==> config.mk <==
export PLATFORM = sky130hd
export DESIGN_NAME = access_arbiter_n
export DESIGN_NICKNAME = d
export VERILOG_FILES = /design/src/rtl/access_arbiter_n.sv
export SDC_FILE = /design/constraint.sdc
export NUM_CORES = 1
export LEC_CHECK = 0
export CORE_ASPECT_RATIO = 0.7
export CORE_MARGIN = 2
export CORE_UTILIZATION = 35
export CTS_CLUSTER_SIZE = 40
export DETAILED_ROUTE_END_ITERATION = 7
export SYNTH_ARGS = -nofsm -noshare
export SYNTH_HDL_FRONTEND = slang
export SYNTH_SLANG_ARGS = --single-unit
==> constraint.sdc <==
create_clock -name CLK -period 2.3 [get_ports CLK]
set_clock_uncertainty 0.2 [all_clocks]
set_input_delay 0.345 -clock CLK [delete_from_list [all_inputs] [get_ports CLK]]
set_output_delay 0.345 -clock CLK [all_outputs]
set_load 0.02 [all_outputs]
==> src/rtl/access_arbiter_n.sv <==
//==============================================================================
// Module   : access_arbiter_n
// Brief    : N-terminal permission checker with round-robin, time-bounded
//            grants of the matrix and LED decoders.
// Revision : 1.0 - initial release
//==============================================================================
`default_nettype none

module access_arbiter_n #(
  parameter int                              N_CH        = 2,
  parameter int                              ID_W        = 3,
  parameter int                              FN_W        = 3,
  parameter int                              HOLD_CYCLES = 8,
  parameter logic [2**ID_W-1:0]              TARGET_MAP  = 8'hF0,
  parameter logic [2**ID_W*2**FN_W-1:0]      PERM_TABLE  = {8{8'hFE}},
  localparam int                             OWN_W       = (N_CH > 2) ? $clog2(N_CH) : 1
) (
  input  logic                   CLK,
  input  logic                   RST,
  input  logic [N_CH-1:0]        REQ,
  input  logic [N_CH*ID_W-1:0]   UID,
  input  logic [N_CH*FN_W-1:0]   FUNC,
  output logic [N_CH-1:0]        ACK,
  output logic [N_CH-1:0]        DENY,
  output logic [FN_W-1:0]        OUT_MATRIZ_CODE,
  output logic [FN_W-1:0]        OUT_LEDS_CODE,
  output logic [OWN_W-1:0]       MATRIZ_OWNER,
  output logic [OWN_W-1:0]       LEDS_OWNER,
  output logic                   MATRIZ_BUSY,
  output logic                   LEDS_BUSY
);

  localparam int                 CNT_W = (HOLD_CYCLES > 1) ? $clog2(HOLD_CYCLES) : 1;
  localparam int                 SUM_W = OWN_W + 1;
  localparam logic [SUM_W-1:0]   N_SUM = SUM_W'(N_CH);

  typedef enum logic [1:0] {
    ST_IDLE    = 2'd0,
    ST_GRANT   = 2'd1,
    ST_RELEASE = 2'd2
  } state_t;

  logic [N_CH-1:0][ID_W-1:0] uid_vec;
  logic [N_CH-1:0][FN_W-1:0] fn_vec;
  logic [N_CH-1:0]           valid;
  logic [N_CH-1:0]           tgt_leds;
  logic [N_CH-1:0]           ack_q;
  logic [N_CH-1:0]           deny_q;

  assign uid_vec = UID;
  assign fn_vec  = FUNC;

  for (genvar i = 0; i < N_CH; i++) begin : g_term
    assign valid[i]    = REQ[i] && (fn_vec[i] != '0) && PERM_TABLE[{uid_vec[i], fn_vec[i]}];
    assign tgt_leds[i] = TARGET_MAP[uid_vec[i]];
  end

  // Target 0 is the matrix decoder, target 1 the LED decoder.
  for (genvar t = 0; t < 2; t++) begin : g_tgt
    logic [N_CH-1:0]  cand;
    state_t           state_q, state_d;
    logic [FN_W-1:0]  code_q, code_d;
    logic [OWN_W-1:0] owner_q, owner_d;
    logic [OWN_W-1:0] ptr_q, ptr_d;
    logic             busy_q, busy_d;
    logic [CNT_W-1:0] cnt_q, cnt_d;
    logic [N_CH-1:0]  ack_d;
    logic             found;
    logic [OWN_W-1:0] pick;
    logic [SUM_W-1:0] sum;

    // A terminal already holding a target is masked so a UID change cannot grab the other one.
    assign cand = valid & ~ack_q & ((t == 0) ? ~tgt_leds : tgt_leds);

    always_comb begin
      found = 1'b0;
      pick  = '0;
      sum   = '0;
      for (int k = 0; k < N_CH; k++) begin
        sum = {1'b0, ptr_q} + SUM_W'(k);
        if (sum >= N_SUM) sum = sum - N_SUM;
        if (!found && cand[sum[OWN_W-1:0]]) begin
          found = 1'b1;
          pick  = sum[OWN_W-1:0];
        end
      end
    end

    always_comb begin
      state_d = state_q;
      code_d  = code_q;
      owner_d = owner_q;
      ptr_d   = ptr_q;
      busy_d  = busy_q;
      cnt_d   = cnt_q;
      case (state_q)
        ST_IDLE: begin
          if (found) begin
            state_d = ST_GRANT;
            owner_d = pick;
            code_d  = fn_vec[pick];
            busy_d  = 1'b1;
            cnt_d   = CNT_W'(HOLD_CYCLES - 1);
          end
        end
        ST_GRANT: begin
          if (cnt_q == '0 || !REQ[owner_q]) begin
            state_d = ST_RELEASE;
            code_d  = '0;
            busy_d  = 1'b0;
            ptr_d   = (owner_q == OWN_W'(N_CH - 1)) ? '0 : owner_q + OWN_W'(1);
          end else begin
            cnt_d = cnt_q - CNT_W'(1);
          end
        end
        ST_RELEASE: state_d = ST_IDLE;
        default:    state_d = ST_IDLE;
      endcase
    end

    always_comb begin
      ack_d = '0;
      for (int i = 0; i < N_CH; i++) begin
        if (busy_d && owner_d == OWN_W'(i)) ack_d[i] = 1'b1;
      end
    end

    always_ff @(posedge CLK or posedge RST) begin
      if (RST) begin
        state_q <= ST_IDLE;
        code_q  <= '0;
        owner_q <= '0;
        ptr_q   <= '0;
        busy_q  <= 1'b0;
        cnt_q   <= '0;
      end else begin
        state_q <= state_d;
        code_q  <= code_d;
        owner_q <= owner_d;
        ptr_q   <= ptr_d;
        busy_q  <= busy_d;
        cnt_q   <= cnt_d;
      end
    end
  end

  always_ff @(posedge CLK or posedge RST) begin
    if (RST) begin
      deny_q <= '0;
      ack_q  <= '0;
    end else begin
      deny_q <= REQ & ~valid;
      ack_q  <= g_tgt[0].ack_d | g_tgt[1].ack_d;
    end
  end

  assign ACK             = ack_q;
  assign DENY            = deny_q;
  assign OUT_MATRIZ_CODE = g_tgt[0].code_q;
  assign OUT_LEDS_CODE   = g_tgt[1].code_q;
  assign MATRIZ_OWNER    = g_tgt[0].owner_q;
  assign LEDS_OWNER      = g_tgt[1].owner_q;
  assign MATRIZ_BUSY     = g_tgt[0].busy_q;
  assign LEDS_BUSY       = g_tgt[1].busy_q;

endmodule

`default_nettype wire

==> report_table.html <==
<table>
<tr><th>Metric</th><th>Value</th></tr>
<tr><th colspan="2">Route</th></tr>
<tr><td>Routed wire length</td><td>2953 um</td></tr>
<tr><td>Antenna-violating nets left</td><td>0</td></tr>
<tr><td>Average routed wire per standard cell</td><td>14.27 um</td></tr>
<tr><td>Vias after detailed routing</td><td>1021</td></tr>
<tr><td>Violation count after the first detailed-route iteration</td><td>66</td></tr>
<tr><td>Number of iterations in the first detailed-routing pass</td><td>4</td></tr>
<tr><td>Via density per instance</td><td>4.932</td></tr>
<tr><td>Number of DRC violations after detailed routing</td><td>0</td></tr>
<tr><th colspan="2">CTS</th></tr>
<tr><td>Clock tree from TritonCTS</td><td>yes</td></tr>
<tr><td>CTS clk-pin slew, worst paths</td><td>100 ps</td></tr>
<tr><td>Number of clock sinks</td><td>26</td></tr>
<tr><td>Clock root buffer</td><td>sky130_fd_sc_hd__clkbuf_8</td></tr>
<tr><td>Maximum buffer depth of the clock tree</td><td>2</td></tr>
<tr><td>Cells resized by post-CTS repair</td><td>0</td></tr>
<tr><td>Insertion delay of the later-clocked pin in the worst-skew pair</td><td>280 ps</td></tr>
<tr><td>Total number of H-tree levels</td><td>1</td></tr>
<tr><td>Number of hold-repair buffers added at the cts stage</td><td>0</td></tr>
<tr><td>Buffer count from post-CTS setup fixing</td><td>0</td></tr>
<tr><td>CTS buffer count</td><td>3</td></tr>
<tr><th colspan="2">Power and ir drop</th></tr>
<tr><td>Standby leakage power</td><td>0.8096 nW</td></tr>
<tr><td>Net switching power</td><td>792.9 uW</td></tr>
<tr><td>Proportion of power drawn by the clock network</td><td>14.9%</td></tr>
<tr><td>PnR Total Power</td><td>2.035 mW</td></tr>
<tr><td>Maximum vdd drop</td><td>0.5671 mV</td></tr>
<tr><td>Design internal power</td><td>1.242 mW</td></tr>
<tr><td>Combinational cell fraction of total power</td><td>46.4%</td></tr>
<tr><td>Sequential cell fraction of total power</td><td>38.6%</td></tr>
<tr><td>PD cells</td><td>1163 nW/um^2</td></tr>
<tr><td>Switching Fraction</td><td>38.96%</td></tr>
<tr><th colspan="2">Flow run</th></tr>
<tr><td>Max-cap violations</td><td>0</td></tr>
<tr><th colspan="2">Layout</th></tr>
<tr><td>Area grow syn2layout</td><td>31.86%</td></tr>
<tr><td>Share of cells above drive strength 1</td><td>17.20%</td></tr>
<tr><td>Number of antenna cells inserted</td><td>0</td></tr>
<tr><td># nets final</td><td>178</td></tr>
<tr><th colspan="2">Yosys</th></tr>
<tr><td>Post-synth top area share</td><td>49.01%</td></tr>
<tr><td>Syn Inst Count</td><td>121</td></tr>
<tr><td>Nets in the synthesized netlist</td><td>141</td></tr>
<tr><td>Library cell with the largest summed area after synthesis</td><td>sky130_fd_sc_hd__dfrtp_1</td></tr>
<tr><td>Synthesized area per cell</td><td>10.97 um^2</td></tr>
<tr><td>Synth top area cells</td><td>sky130_fd_sc_hd__dfrtp_1, sky130_fd_sc_hd__mux2i_1, sky130_fd_sc_hd__ha_1</td></tr>
<tr><td>Part of the Yosys area used for sequential elements</td><td>49.01%</td></tr>
<tr><td>Number of distinct library cells after synthesis</td><td>43</td></tr>
<tr><td>Synth warnings</td><td>0</td></tr>
<tr><td>Area of the mapped netlist</td><td>1328 um^2</td></tr>
<tr><td>#FFs+latches synth</td><td>26</td></tr>
<tr><th colspan="2">STA</th></tr>
<tr><td>Minimum clock period</td><td>2031 ps</td></tr>
<tr><td>Part of the cycle the worst path needs</td><td>88.32%</td></tr>
<tr><td>Worst-Margin Slew</td><td>421.3 ps</td></tr>
<tr><td>Fmax</td><td>492.3 MHz</td></tr>
<tr><td>Total Negative Setup Slacks</td><td>0 ps</td></tr>
<tr><td>Unrepaired setup endpoints after global routing</td><td>false</td></tr>
<tr><td>Setup-failing EPs final</td><td>0</td></tr>
<tr><td>Number of endpoints with negative hold slack in the final report</td><td>0</td></tr>
<tr><td>Fin. max-slew vios</td><td>0</td></tr>
<tr><td>Tightest slew margin relative to the limit</td><td>71.47%</td></tr>
<tr><th colspan="2">Critical path</th></tr>
<tr><td>Worst path bufs/invs</td><td>2</td></tr>
<tr><td>Cells along the critical path</td><td>clkdlybuf4s50_1 -&gt; nor3_2 -&gt; buf_4 -&gt; nor4b_4 -&gt; a21bo_2 -&gt; mux2i_1 -&gt; o21ai_1</td></tr>
<tr><td>Peak fanout along the critical path</td><td>5</td></tr>
<tr><td>Worst path slowest cell</td><td>sky130_fd_sc_hd__clkdlybuf4s50_1</td></tr>
<tr><td>Worst Path Required</td><td>2260 ps</td></tr>
<tr><td>Crit path capture type</td><td>flop</td></tr>
<tr><td>Critical Path Max Stage Delay</td><td>510 ps</td></tr>
<tr><td>Cell family contributing the most delay on the critical path</td><td>buffers and inverters</td></tr>
<tr><td>Worst endpoint data arrival time</td><td>1990 ps</td></tr>
<tr><td>Setup crit start kind</td><td>primary input</td></tr>
<tr><td>Type of the setup path with the least slack</td><td>in2reg</td></tr>
<tr><th colspan="2">Die</th></tr>
<tr><td>I/O pin count</td><td>30</td></tr>
<tr><td>Die Height</td><td>55.53 um</td></tr>
<tr><td>Core area</td><td>3581 um^2</td></tr>
<tr><td>Placement row count</td><td>18</td></tr>
<tr><td>Effective utilization at floorplan</td><td>37.07%</td></tr>
<tr><td>Die footprint</td><td>4309 um^2</td></tr>
<tr><td>Die X</td><td>77.61 um</td></tr>
<tr><th colspan="2">Global route</th></tr>
<tr><td>Vias in the first global route</td><td>1039</td></tr>
<tr><td>Leftover overflow at the end of global routing</td><td>0</td></tr>
<tr><td>Overall fraction of global-route tracks in use</td><td>14.26%</td></tr>
<tr><td>Global-route wire length before repair</td><td>4802 um</td></tr>
<tr><td>Antenna violations before repair</td><td>0</td></tr>
<tr><td>Largest net degree at the start of global routing</td><td>27</td></tr>
<tr><th colspan="2">Placement</th></tr>
<tr><td>Post-DP HPWL</td><td>2286 um</td></tr>
<tr><td>Count of buffers from port buffering</td><td>25</td></tr>
<tr><td>Final weighted congestion in routability-driven placement</td><td>0.8244</td></tr>
<tr><th colspan="2">Status</th></tr>
<tr><td>Status</td><td>finished, final reports clean</td></tr>
<tr><th colspan="2">Min path</th></tr>
<tr><td>Worst hold path class</td><td>in2async</td></tr>
</table>
power groups by stage:
stage               Combinational (mW)  Clock (mW)  Sequential [mW]
detailed placement               0.947           0            0.795
CTS                              0.953       0.312            0.786
global placement                 0.924           0            0.785
floorplan                        0.513           0            0.857
finish                           0.944       0.304            0.786
global route                      1.02       0.336            0.810
cells in the final DEF, fill, tap and decap left out, types with 2 or more instances in the layout:
cell type,n
sky130_fd_sc_hd__dfrtp_1,26
sky130_fd_sc_hd__clkdlybuf4s50_1,25
sky130_fd_sc_hd__inv_1,12
sky130_fd_sc_hd__nand2_1,9
sky130_fd_sc_hd__buf_4,8
sky130_fd_sc_hd__mux2i_1,7
sky130_fd_sc_hd__o21ai_0,4
sky130_fd_sc_hd__nor2_1,4
sky130_fd_sc_hd__o21ai_1,4
sky130_fd_sc_hd__nand3_1,4
sky130_fd_sc_hd__o2bb2ai_1,4
sky130_fd_sc_hd__ha_1,4
sky130_fd_sc_hd__clkbuf_8,4
sky130_fd_sc_hd__nand3b_1,3
sky130_fd_sc_hd__a2bb2oi_1,3
sky130_fd_sc_hd__a21oi_2,2
sky130_fd_sc_hd__nor3_2,2
sky130_fd_sc_hd__nor3b_1,2
sky130_fd_sc_hd__nor2b_1,2
sky130_fd_sc_hd__o21bai_1,2
sky130_fd_sc_hd__and2_1,2
final cells by class:
type,instances,area (um^2)
clock buffers,4,55.05
well taps,50,62.56
inverters,13,50.05
multi-input cells,81,621.8
fillers,317,1831
flip-flops and latches,26,650.6
repair buffers,33,310.3
worst min-delay path, stage by stage:
cell and delay (ps):
sky130_fd_sc_hd__clkdlybuf4s50_1 390, sky130_fd_sc_hd__inv_1 50, sky130_fd_sc_hd__buf_4 310
synth_stat cells:
cell and n:
sky130_fd_sc_hd__a21bo_2 1, sky130_fd_sc_hd__a21boi_0 1, sky130_fd_sc_hd__a21o_2 1, sky130_fd_sc_hd__a21oi_1 1
sky130_fd_sc_hd__a21oi_2 2, sky130_fd_sc_hd__a22oi_1 1, sky130_fd_sc_hd__a2bb2oi_1 3, sky130_fd_sc_hd__a31oi_1 1
sky130_fd_sc_hd__a32oi_1 1, sky130_fd_sc_hd__and2_1 2, sky130_fd_sc_hd__clkbuf_2 1, sky130_fd_sc_hd__clkinv_2 1
sky130_fd_sc_hd__dfrtp_1 26, sky130_fd_sc_hd__ha_1 4, sky130_fd_sc_hd__inv_1 12, sky130_fd_sc_hd__mux2i_1 7
sky130_fd_sc_hd__mux2i_2 1, sky130_fd_sc_hd__nand2_1 9, sky130_fd_sc_hd__nand2b_2 1, sky130_fd_sc_hd__nand3_1 4
sky130_fd_sc_hd__nand3b_1 3, sky130_fd_sc_hd__nor2_1 4, sky130_fd_sc_hd__nor2b_1 2, sky130_fd_sc_hd__nor3_1 1
sky130_fd_sc_hd__nor3_2 2, sky130_fd_sc_hd__nor3b_1 2, sky130_fd_sc_hd__nor4b_2 1, sky130_fd_sc_hd__nor4b_4 1
sky130_fd_sc_hd__o211ai_2 1, sky130_fd_sc_hd__o21a_1 1, sky130_fd_sc_hd__o21ai_0 4, sky130_fd_sc_hd__o21ai_1 4
sky130_fd_sc_hd__o21ai_2 1, sky130_fd_sc_hd__o21ba_2 1, sky130_fd_sc_hd__o21bai_1 2, sky130_fd_sc_hd__o22ai_1 1
sky130_fd_sc_hd__o2bb2ai_1 4, sky130_fd_sc_hd__o311ai_1 1, sky130_fd_sc_hd__o31ai_1 1, sky130_fd_sc_hd__o41ai_1 1
sky130_fd_sc_hd__or3_1 1, sky130_fd_sc_hd__or3b_4 1, sky130_fd_sc_hd__xor2_1 1
cell families (layout without fill, tap and decap cells):
family / after synthesis / count (layout) / share of synthesized area, %
AOI/OAI and AO/OA: 34 / 34 / 19.42
and+or+nand+nor: 34 / 34 / 16.68
DFF: 26 / 26 / 49.01
buffers and inverters: 14 / 50 / 4.146
muxes: 8 / 8 / 6.315
adders and majority gates: 4 / 4 / 3.770
xor gates and xnor gates: 1 / 1 / 0.6599
routing by layer:
layer | global-route usage (%) | up-vias | share of wire [%]
li1 | - | 504 | -
met1 | 19.69 | 483 | 48
met2 | 22.17 | 32 | 45
met3 | 3.758 | 2 | 6.2
met4 | 3.827 | 0 | 0.64
met5 | 0 | - | 0
registers in the layout, summed over array words and instances, names as in the netlist, 2 cells and up:
| register | count |
|---|---|
| g_tgt.cnt_q | 6 |
| g_tgt.state_q | 4 |
| OUT_LEDS_CODE | 3 |
| OUT_MATRIZ_CODE | 3 |
| ACK | 2 |
| DENY | 2 |
| g_tgt.ptr_q | 2 |
final timing paths:
path / slack (ps) / cells past startpoint / end / from
setup reg to reg: 470 / 6 / OUT_LEDS_CODE[2] / LEDS_OWNER
max in group asynchronous: 1430 / 3 / g_tgt[1].ptr_q / RST
hold / removal: 210 / 3 / ACK[1] / RST
min in group CLK: 310 / 1 / OUT_LEDS_CODE[0] / OUT_LEDS_CODE[0]
hold reg to reg: 310 / 1 / OUT_LEDS_CODE[0] / OUT_LEDS_CODE[0]
setup / recovery: 270 / 7 / OUT_MATRIZ_CODE[1] / FUNC[3]
metrics by stage:
step	instances	area (um^2)	hold slack [ps]	worst slack, ps	utilization, %
after detailed placement	203	1695	279.0	-14.58	47.34
after global routing	207	1750	279.7	192.8	48.88
after CTS	207	1750	224.9	282.0	48.88
after global placement	203	1695	263.2	33.80	47.34
final	207	1750	207.9	268.6	48.88
after floorplan	121	1328	185.0	502.6	-
(Power assumes the default switching activity.)
